## src/rtl/writeback_stage_if.sv

```systemverilog
// Writeback stage bus: memory-stage inputs, register-file write port,
// forwarding lookup and status outputs.
interface writeback_stage_if #(
  parameter int CNT_W = 16
);
  logic [15:0]      memOut;
  logic [15:0]      regWriteData;
  logic             regWrtEn;
  logic [2:0]       writeReg;
  logic [2:0]       regWrtSrc;
  logic             errIn;
  logic             haltIn;
  logic             dMemStall;
  logic [2:0]       rdReg1;
  logic [2:0]       rdReg2;
  logic             rfWrt;
  logic [2:0]       rfWrtReg;
  logic [15:0]      rfWrtData;
  logic             fwd1Hit;
  logic [15:0]      fwd1Data;
  logic             fwd2Hit;
  logic [15:0]      fwd2Data;
  logic             err;
  logic             haltDone;
  logic [CNT_W-1:0] retireCnt;

  modport slave (
    input  memOut, regWriteData, regWrtEn,
    input  writeReg, regWrtSrc, errIn,
    input  haltIn, dMemStall, rdReg1, rdReg2,
    output rfWrt, rfWrtReg, rfWrtData,
    output fwd1Hit, fwd1Data, fwd2Hit, fwd2Data,
    output err, haltDone, retireCnt
  );

  modport master (
    output memOut, regWriteData, regWrtEn,
    output writeReg, regWrtSrc, errIn,
    output haltIn, dMemStall, rdReg1, rdReg2,
    input  rfWrt, rfWrtReg, rfWrtData,
    input  fwd1Hit, fwd1Data, fwd2Hit, fwd2Data,
    input  err, haltDone, retireCnt
  );
endinterface

```

## src/rtl/writeback_stage.sv

```systemverilog
// Writeback stage: register-file write port, retired-write history
// for forwarding, sticky error, retire counter and halt drain FSM.
module writeback_stage #(
  parameter int HIST_DEPTH = 2,
  parameter int CNT_W      = 16
) (
  input logic              clk,
  input logic              rst,
  writeback_stage_if.slave bus
);

  typedef enum logic [1:0] {
    RUN    = 2'd0,
    DRAIN  = 2'd1,
    HALTED = 2'd2
  } state_t;

  state_t           state;
  logic [2:0]       drainCnt;
  logic             errQ;
  logic             haltQ;
  logic [CNT_W-1:0] cntQ;

  logic        histV [HIST_DEPTH];
  logic [2:0]  histR [HIST_DEPTH];
  logic [15:0] histD [HIST_DEPTH];

  logic [15:0] wbData;
  logic        retire;
  logic        illegal;
  logic        hit1, hit2;
  logic [15:0] dat1, dat2;

  assign wbData = (bus.regWrtSrc == 3'd0)
                ? bus.memOut : bus.regWriteData;
  assign illegal = bus.regWrtEn
                 & (bus.regWrtSrc == 3'd7);
  assign retire = rst & bus.regWrtEn
                & ~bus.dMemStall
                & (bus.regWrtSrc != 3'd7)
                & (state != HALTED);

  assign bus.rfWrt     = retire;
  assign bus.rfWrtReg  = bus.writeReg;
  assign bus.rfWrtData = wbData;
  assign bus.err       = errQ;
  assign bus.haltDone  = haltQ;
  assign bus.retireCnt = cntQ;
  assign bus.fwd1Hit   = hit1;
  assign bus.fwd1Data  = dat1;
  assign bus.fwd2Hit   = hit2;
  assign bus.fwd2Data  = dat2;

  // Oldest-first scan so newer matches overwrite; live retire wins last.
  always_comb begin
    hit1 = 1'b0;
    dat1 = 16'h0;
    hit2 = 1'b0;
    dat2 = 16'h0;
    for (int i = HIST_DEPTH - 1; i >= 0; i--) begin
      if (histV[i] && histR[i] == bus.rdReg1) begin
        hit1 = 1'b1;
        dat1 = histD[i];
      end
      if (histV[i] && histR[i] == bus.rdReg2) begin
        hit2 = 1'b1;
        dat2 = histD[i];
      end
    end
    if (retire && bus.writeReg == bus.rdReg1) begin
      hit1 = 1'b1;
      dat1 = wbData;
    end
    if (retire && bus.writeReg == bus.rdReg2) begin
      hit2 = 1'b1;
      dat2 = wbData;
    end
  end

  // History shifts on retire, ages when idle, freezes on stall/halt.
  always_ff @(posedge clk) begin
    if (!rst) begin
      for (int i = 0; i < HIST_DEPTH; i++) begin
        histV[i] <= 1'b0;
        histR[i] <= 3'd0;
        histD[i] <= 16'h0;
      end
    end else if (retire
             || (!bus.dMemStall && state != HALTED)) begin
      for (int i = HIST_DEPTH - 1; i > 0; i--) begin
        histV[i] <= histV[i-1];
        histR[i] <= histR[i-1];
        histD[i] <= histD[i-1];
      end
      histV[0] <= retire;
      histR[0] <= bus.writeReg;
      histD[0] <= wbData;
    end
  end

  // Sticky error and wrapping retire counter.
  always_ff @(posedge clk) begin
    if (!rst) begin
      errQ <= 1'b0;
      cntQ <= '0;
    end else begin
      if (state != HALTED && (bus.errIn || illegal))
        errQ <= 1'b1;
      if (retire)
        cntQ <= cntQ + 1'b1;
    end
  end

  // Halt drain: wait HIST_DEPTH unstalled edges, then freeze.
  always_ff @(posedge clk) begin
    if (!rst) begin
      state    <= RUN;
      drainCnt <= 3'd0;
      haltQ    <= 1'b0;
    end else begin
      unique case (state)
        RUN: begin
          if (bus.haltIn) begin
            state    <= DRAIN;
            drainCnt <= 3'(HIST_DEPTH);
          end
        end
        DRAIN: begin
          if (!bus.dMemStall) begin
            if (drainCnt == 3'd1) begin
              state <= HALTED;
              haltQ <= 1'b1;
            end
            drainCnt <= drainCnt - 3'd1;
          end
        end
        default: begin
          state <= HALTED;
          haltQ <= 1'b1;
        end
      endcase
    end
  end

endmodule

```

## src/flat_wrapper.sv

```systemverilog
// flat-port wrapper written by rule: the top's interface ports become plain ports
module writeback_stage_flat 
#(
  parameter int HIST_DEPTH = 2,
  parameter int CNT_W      = 16
)
  (clk, rst, bus_memOut, bus_regWriteData, bus_regWrtEn, bus_writeReg, bus_regWrtSrc, bus_errIn, bus_haltIn, bus_dMemStall, bus_rdReg1, bus_rdReg2, bus_rfWrt, bus_rfWrtReg, bus_rfWrtData, bus_fwd1Hit, bus_fwd1Data, bus_fwd2Hit, bus_fwd2Data, bus_err, bus_haltDone, bus_retireCnt);
  writeback_stage_if #(.CNT_W(CNT_W)) bus_i ();
  input logic clk;
  input logic rst;
  input wire logic [$bits(bus_i.memOut)-1:0] bus_memOut;
  input wire logic [$bits(bus_i.regWriteData)-1:0] bus_regWriteData;
  input wire logic [$bits(bus_i.regWrtEn)-1:0] bus_regWrtEn;
  input wire logic [$bits(bus_i.writeReg)-1:0] bus_writeReg;
  input wire logic [$bits(bus_i.regWrtSrc)-1:0] bus_regWrtSrc;
  input wire logic [$bits(bus_i.errIn)-1:0] bus_errIn;
  input wire logic [$bits(bus_i.haltIn)-1:0] bus_haltIn;
  input wire logic [$bits(bus_i.dMemStall)-1:0] bus_dMemStall;
  input wire logic [$bits(bus_i.rdReg1)-1:0] bus_rdReg1;
  input wire logic [$bits(bus_i.rdReg2)-1:0] bus_rdReg2;
  output wire logic [$bits(bus_i.rfWrt)-1:0] bus_rfWrt;
  output wire logic [$bits(bus_i.rfWrtReg)-1:0] bus_rfWrtReg;
  output wire logic [$bits(bus_i.rfWrtData)-1:0] bus_rfWrtData;
  output wire logic [$bits(bus_i.fwd1Hit)-1:0] bus_fwd1Hit;
  output wire logic [$bits(bus_i.fwd1Data)-1:0] bus_fwd1Data;
  output wire logic [$bits(bus_i.fwd2Hit)-1:0] bus_fwd2Hit;
  output wire logic [$bits(bus_i.fwd2Data)-1:0] bus_fwd2Data;
  output wire logic [$bits(bus_i.err)-1:0] bus_err;
  output wire logic [$bits(bus_i.haltDone)-1:0] bus_haltDone;
  output wire logic [$bits(bus_i.retireCnt)-1:0] bus_retireCnt;
  assign bus_i.memOut = bus_memOut;
  assign bus_i.regWriteData = bus_regWriteData;
  assign bus_i.regWrtEn = bus_regWrtEn;
  assign bus_i.writeReg = bus_writeReg;
  assign bus_i.regWrtSrc = bus_regWrtSrc;
  assign bus_i.errIn = bus_errIn;
  assign bus_i.haltIn = bus_haltIn;
  assign bus_i.dMemStall = bus_dMemStall;
  assign bus_i.rdReg1 = bus_rdReg1;
  assign bus_i.rdReg2 = bus_rdReg2;
  assign bus_rfWrt = bus_i.rfWrt;
  assign bus_rfWrtReg = bus_i.rfWrtReg;
  assign bus_rfWrtData = bus_i.rfWrtData;
  assign bus_fwd1Hit = bus_i.fwd1Hit;
  assign bus_fwd1Data = bus_i.fwd1Data;
  assign bus_fwd2Hit = bus_i.fwd2Hit;
  assign bus_fwd2Data = bus_i.fwd2Data;
  assign bus_err = bus_i.err;
  assign bus_haltDone = bus_i.haltDone;
  assign bus_retireCnt = bus_i.retireCnt;
  writeback_stage #(.HIST_DEPTH(HIST_DEPTH), .CNT_W(CNT_W)) u_core (.clk(clk), .rst(rst), .bus(bus_i));
endmodule
```

## config.mk

```make
export PLATFORM = sky130hd
export DESIGN_NAME = writeback_stage_flat
export DESIGN_NICKNAME = d
export VERILOG_FILES = /design/src/rtl/writeback_stage_if.sv /design/src/rtl/writeback_stage.sv /design/src/flat_wrapper.sv
export SDC_FILE = /design/constraint.sdc
export NUM_CORES = 1
export LEC_CHECK = 0
export ABC_AREA = 1
export BUFFER_PORTS_ARGS = -buffer_cell sky130_fd_sc_hd__buf_2
export CORE_AREA = 2 2 91 93
export CTS_BUF_LIST = sky130_fd_sc_hd__clkbuf_8
export CTS_CLUSTER_DIAMETER = 200
export DETAILED_ROUTE_END_ITERATION = 12
export DIE_AREA = 0 0 93 95
export PLACE_DENSITY = 0.89
export REMOVE_ABC_BUFFERS = 1
export SLEW_MARGIN = 15
export SYNTH_ARGS = -nofsm -noshare
export SYNTH_HDL_FRONTEND = slang
export SYNTH_SLANG_ARGS = --single-unit
```

## constraint.sdc

```tcl
create_clock -name clk -period 4 [get_ports clk]
set_clock_uncertainty 0.05 [all_clocks]
set_input_delay 0.4 -clock clk [delete_from_list [all_inputs] [get_ports clk]]
set_output_delay 0.4 -clock clk [all_outputs]
set_load 0.005 [all_outputs]
```

==> impl_metrics.toml, run 1 <==
[outcome]
status = "finished clean"

[finish]
fin_area_mm2 = 0.005035
area_delta_synth_final_pct = 19.62
drive_gt1_share_pct = 21.89
nFillCells = 723
final_nets = 779
final_cells = 836
n_antenna_cell = 0

[worst_setup_path]
cp_max_fo = 17
cp-startpoint = "u_core.histR[0][0]$_SDFFCE_PN0P_"
r2r_start = "u_core.state[0]$_SDFFE_PN0P_"
end_kind = "output port"
critPathKind = "reg2out"
r2r_slack_ps = 2230
worstPathRequired_ps = 3550
arrival_ps = 2420
r2r_cells = 4
reg2reg_to = "u_core.histD[0][18]$_SDFFCE_PN0P_"
start_kind = "flip-flop"
crit_end = "bus_fwd1Data[13]"

[timing]
fmax_ghz = 0.3482
max_slew_margin_pct = 35.20
min_period_over_period_pct = 71.81
fin_crit_ps = 2872
setup_ws_ps = 1128
tns_ps = 0
rsz0062_at_grt = "false"
setup_viol = 0
timing.final.hold_violations = 0
tightest_slew_ps = 969.6
final_max_slew_viol_count = 0

[clock_network]
cts_tree = "yes"
cts.hold.buffers_added = 0
post_cts_resized = 0
numCtsBuffers = 9
cts_max_level = 3
cts_max_path_buffers = 2
clk_pin_slew_ps = 70
insertion_delay_ps = 330
cts.sinks = 63
cts_post_setup_buffers_inserted = 0
cts_root_buffer = "clkbuf_8"

[logic_synthesis]
ys.flop_type = "edfxtp_1"
yosys.area.top_type = "edfxtp_1"
ys_seq_elements = 63
yosysMostFrequentCell = "nand2_1"
yosys-top-cells-area = "edfxtp_1, nand2_1, nand3_1, dfxtp_1, inv_1"
ys_top_cells_by_count = "nand2_1, nand3_1, inv_1"
syn_avg_cell_area_um2 = 6.800
syn_area_mm2 = 0.004209
synth-edff-count = 40
async_flop_share_pct = 0
ys_types = 30
yosysSeqAreaShare_pct = 39.48
synth.top_cell.area_share_pct = 28.54
synth_cells = 619
yosysWarningCount = 0

[die]
core_area_mm2 = 0.007928
dieArea_mm2 = 0.008835
pin_count = 122
rows = 33
die_w_um = 93
die_h_um = 95
start_util_pct = 53.09

[routing]
drc_errors = 0
ant_nets = 0
first_iter_violations = 498
dr.pass1.iters = 6
post_drt_wl_per_cell_um = 13.81
vias = 4482
finalWirelength_um = 11540
avgViaCountPerCell = 5.361

[placement]
placed_cells = 820
gp_congestion = 0.8662
post-place-ws_ps = 1363
dpl.hpwl_um = 7894
placed_area_mm2 = 0.004806
io_buffers = 121

[min_path]
hp-class = "in2reg"

[global_routing]
grt_first_pass_wirelength_um = 18170
grt_usage_pct = 25.55
antenna_found_initial = 0
grt_overflow = 0
grt_pass1_vias = 4100
grt_max_degree = 41

[pwr]
power_frac_comb_pct = 16.3
p_int_mw = 1.204
ir_drop_mv = 0.1754
swShare_pct = 27.22
cellPowerDensity_mw_per_mm2 = 328.6
p_seq_share_pct = 45.0
power_frac_clock_pct = 38.7
power.leakage_nw = 2.707
switchingPower_mw = 0.4504

[flow_run]
cap_violations = 0
[worst min path at each step]
stage	startpoint	slack, ps	cells after the start	to
5_1_grt	bus_errIn	360	3	u_core.bus.err$_SDFFE_PN0P_
4_1_cts	bus_errIn	320	3	u_core.bus.err$_SDFFE_PN0P_
6_report	bus_errIn	320	3	u_core.bus.err$_SDFFE_PN0P_
3_3_place_gp	u_core.bus.err$_SDFFE_PN0P_	390	2	u_core.bus.err$_SDFFE_PN0P_
3_5_place_dp	u_core.bus.err$_SDFFE_PN0P_	400	2	u_core.bus.err$_SDFFE_PN0P_
2_1_floorplan	u_core.bus.err$_SDFFE_PN0P_	400	2	u_core.bus.err$_SDFFE_PN0P_
[through the flow]
step                hold slack (ps)  util (%)  total power [mW]
floorplan                     396.6         -            0.9105
global route                  358.6     63.51             1.716
CTS                           315.6     63.51             1.649
detailed placement            403.0     60.62             1.024
global placement              390.8     60.62             1.013
finish                        322.1     63.51             1.655
[power groups by stage]
stage	Clock [mW]	Sequential [mW]	Combinational, mW
floorplan	0	0.754	0.156
global placement	0	0.756	0.257
detailed placement	0	0.758	0.266
CTS	0.638	0.744	0.267
global route	0.667	0.748	0.301
finish	0.640	0.745	0.271
[flip-flops by register name (all words and copies together), names as in the netlist]
| register | cells |
|---|---|
| u_core.bus.err | 1 |
| u_core.histR | 6 |
| u_core.state | 2 |
| u_core.bus.haltDone | 1 |
| u_core.bus.retireCnt | 16 |
| u_core.histV | 2 |
| u_core.histD | 32 |
| u_core.drainCnt | 3 |
[logic make-up after synthesis]
group                    share of synthesized area [%]
AO/OA/AOI/OAI                                    4.816
buffers and inverters                            11.89
AND/OR/NAND/NOR                                  40.22
adder cells (fa/ha/maj)                         0.8919
XOR/XNOR                                         2.705
flip-flops                                       39.48
[worst max-delay path, stage by stage, from the launching register on]
cell	delay [ps]
edfxtp_1	370
inv_1	140
nor2_1	90
nor3b_4	740
nand2_4	300
nand2_1	150
nand3_1	100
nand2_1	90
buf_2	110
[layout make-up]
type | instances | area (um2) | area share [%]
inverters | 90 | 342.8 | 6.809
clock inverters | 5 | 77.57 | 1.541
well taps | 105 | 131.4 | 2.609
flip-flops and latches | 63 | 1662 | 33.00
repair buffers | 123 | 620.6 | 12.33
clock buffers | 11 | 151.4 | 3.007
multi-input cells | 439 | 2049 | 40.71
[cell usage in the layout, fill, tap and decap left out]
cell	count
xnor2_1	6
nand2_4	3
nor3_1	4
nand3_4	1
nor2_2	8
clkinv_2	3
nand3_1	115
inv_1	85
clkinv_1	1
buf_4	2
inv_2	1
o21ai_0	25
nor2_4	1
dfxtp_1	23
nor3_4	1
nor2_1	73
bufinv_16	2
clkbuf_8	11
inv_4	3
nand4_1	5
nor3b_4	1
xor2_1	7
ha_1	3
nand2_2	2
nand2_1	169
a21oi_1	14
o21a_1	1
buf_2	121
edfxtp_1	40
[routing by layer]
| metal | wire length (um) | up-vias | GRT usage (%) |
|---|---|---|---|
| met3 | 1086 | 24 | 4.549 |
| met5 | 0 | - | 0 |
| met4 | 222 | 0 | 10.29 |
| met2 | 5508 | 255 | 41.97 |
| met1 | 4726 | 2015 | 33.60 |
| li1 | - | 2188 | - |
Power figures use the tool's default switching activity.
==> inputs of run 2 (changes only) <==
CORE_AREA = 2 2 92 94   (was 2 2 91 93)
DIE_AREA = 0 0 94 96   (was 0 0 93 95)
PLACE_DENSITY = 0.88   (was 0.89)
clock period = 2.8 ns   (was 4 ns; I/O delays follow)
==> run 2 against run 1 <==
Combinational power increased by 48%. Utilization fell by 0.71 points. Global-route usage up 0.98 points. Count of clock-buffer cells in the layout decreased by 2. Sequential share of layout area is 0.14 points lower. Highest routed layer unchanged. Non-clock buffer count up 5.
==> impl_metrics.toml, run 2 (same netlist as run 1, synthesis figures left out) <==
[global_routing]
grt_max_degree = 40
grt_first_pass_wirelength_um = 18730
antenna_found_initial = 0
grt_overflow = 0
grt_usage_pct = 26.52
grt_pass1_vias = 4144

[die]
die_h_um = 96
core_area_mm2 = 0.008051
start_util_pct = 52.28
dieArea_mm2 = 0.009024
pin_count = 122
die_w_um = 94
rows = 33

[worst_setup_path]
end_kind = "output port"
worstPathRequired_ps = 2470
cp_max_fo = 17
cp-startpoint = "u_core.histR[0][5]$_SDFFCE_PN0P_"
reg2reg_to = "u_core.histD[0][23]$_SDFFCE_PN0P_"
critPathKind = "reg2out"
arrival_ps = 2120
r2r_start = "u_core.state[0]$_SDFFE_PN0P_"
r2r_slack_ps = 1000
r2r_cells = 5
start_kind = "flip-flop"

[timing]
tightest_slew_ps = 763.7
tns_ps = 0
min_period_over_period_pct = 87.56
final_max_slew_viol_count = 0
fmax_ghz = 0.4079
holdWs_ps = 190.5
setup_viol = 0
setup_ws_ps = 348.2
fin_crit_ps = 2452
timing.final.hold_violations = 0
max_slew_margin_pct = 49.03
rsz0062_at_grt = "false"

[finish]
nFillCells = 721
drive_gt1_share_pct = 22.15
seq_area_mm2 = 0.001662
final_common_cell = "nand2_1"
regMostFlops = "u_core.histD"
area_delta_synth_final_pct = 20.12
largest_reg_flops = 32
fin_area_mm2 = 0.005056
final_nets = 784
multi_input_area_mm2 = 0.002049
n_antenna_cell = 0
layout_common_cells = "nand2_1, buf_2, nand3_1, inv_1, nor2_1"

[routing]
ant_nets = 0
avgViaCountPerCell = 5.449
dr.pass1.iters = 5
first_iter_violations = 460
post_drt_wl_per_cell_um = 14.30
wl_met2_um = 5723
vias = 4583
met1_length_um = 4750
drc_errors = 0
finalWirelength_um = 12030
top_layer_used = "met4"
dr_wl_met3_um = 1113

[placement]
gp_congestion = 0.9357
placed_area_mm2 = 0.004843
dpl.hpwl_um = 8511
post-place-ws_ps = 593.4
io_buffers = 121

[clock_network]
cts_root_buffer = "clkbuf_8"
cts.hold.buffers_added = 0
numCtsBuffers = 9
insertion_delay_ps = 350
cts_tree = "yes"
cts_max_level = 3
post_cts_resized = 0
cts_max_path_buffers = 2
clk_pin_slew_ps = 80
cts.sinks = 63
cts_post_setup_buffers_inserted = 0

[outcome]
status = "finished clean"

[pwr]
ir_drop_mv = 0.2829
p_seq_share_pct = 45.6
power_frac_clock_pct = 37.2
swShare_pct = 28.26
p_int_mw = 1.674
switchingPower_mw = 0.6593
power.leakage_nw = 2.727
cellPowerDensity_mw_per_mm2 = 461.4
power_frac_comb_pct = 17.2

[min_path]
hold_path_end = "u_core.bus.err$_SDFFE_PN0P_"
hp-class = "in2reg"
min-delay-start = "bus_errIn"
hold_path_depth = 3

[flow_run]
cap_violations = 0
==> run 2: area by class of cell <==
cell class	instances	area share [%]
multi-input combinational	439	40.53
sequential	63	32.86
timing repair buffer	128	13.02
inverter	90	6.781
tap	105	2.598
clock buffer	9	2.450
clock inverter	7	1.757
==> run 2: stage by stage <==
step	utilization [%]	power [mW]	std cells
final	62.80	2.333	841
after detailed placement	60.16	1.476	825
after floorplan	-	1.301	592
after CTS	62.80	2.335	841
after global routing	62.80	2.420	841
after global placement	60.16	1.458	825
==> run 2: metal layers <==
metal  GRT usage, %  vias to the layer above
met3          4.542                       49
li1               -                     2189
met4          14.37                        0
met5              0                        -
met1          33.62                     2083
met2          43.39                      262
==> run 2: power by group through the flow <==
stage / logic, mW / clock network [mW] / registers, mW
2_1_floorplan: 0.223 / 0 / 1.08
3_3_place_gp: 0.378 / 0 / 1.08
3_5_place_dp: 0.392 / 0 / 1.08
4_1_cts: 0.395 / 0.877 / 1.06
5_1_grt: 0.446 / 0.907 / 1.07
6_report: 0.401 / 0.867 / 1.06
==> run 2: how the worst max path moves through the flow <==
stage                                            end  cells after the start
CTS                                 bus_fwd2Data[13]                      7
global placement                     bus_fwd2Data[3]                     10
detailed placement                   bus_fwd1Data[2]                     10
finish                              bus_fwd2Data[13]                      7
global route                        bus_fwd1Data[14]                      8
floorplan           u_core.histD[0][0]$_SDFFCE_PN0P_                      4
==> run 2: worst max-delay path, cell delays in order, from the launching register on <==
cell and delay (ps):
edfxtp_1 430, xor2_1 190, nor2_2 570, nand3_1 190
nand2_1 120, nand3_1 80, nand2_1 70, buf_2 110
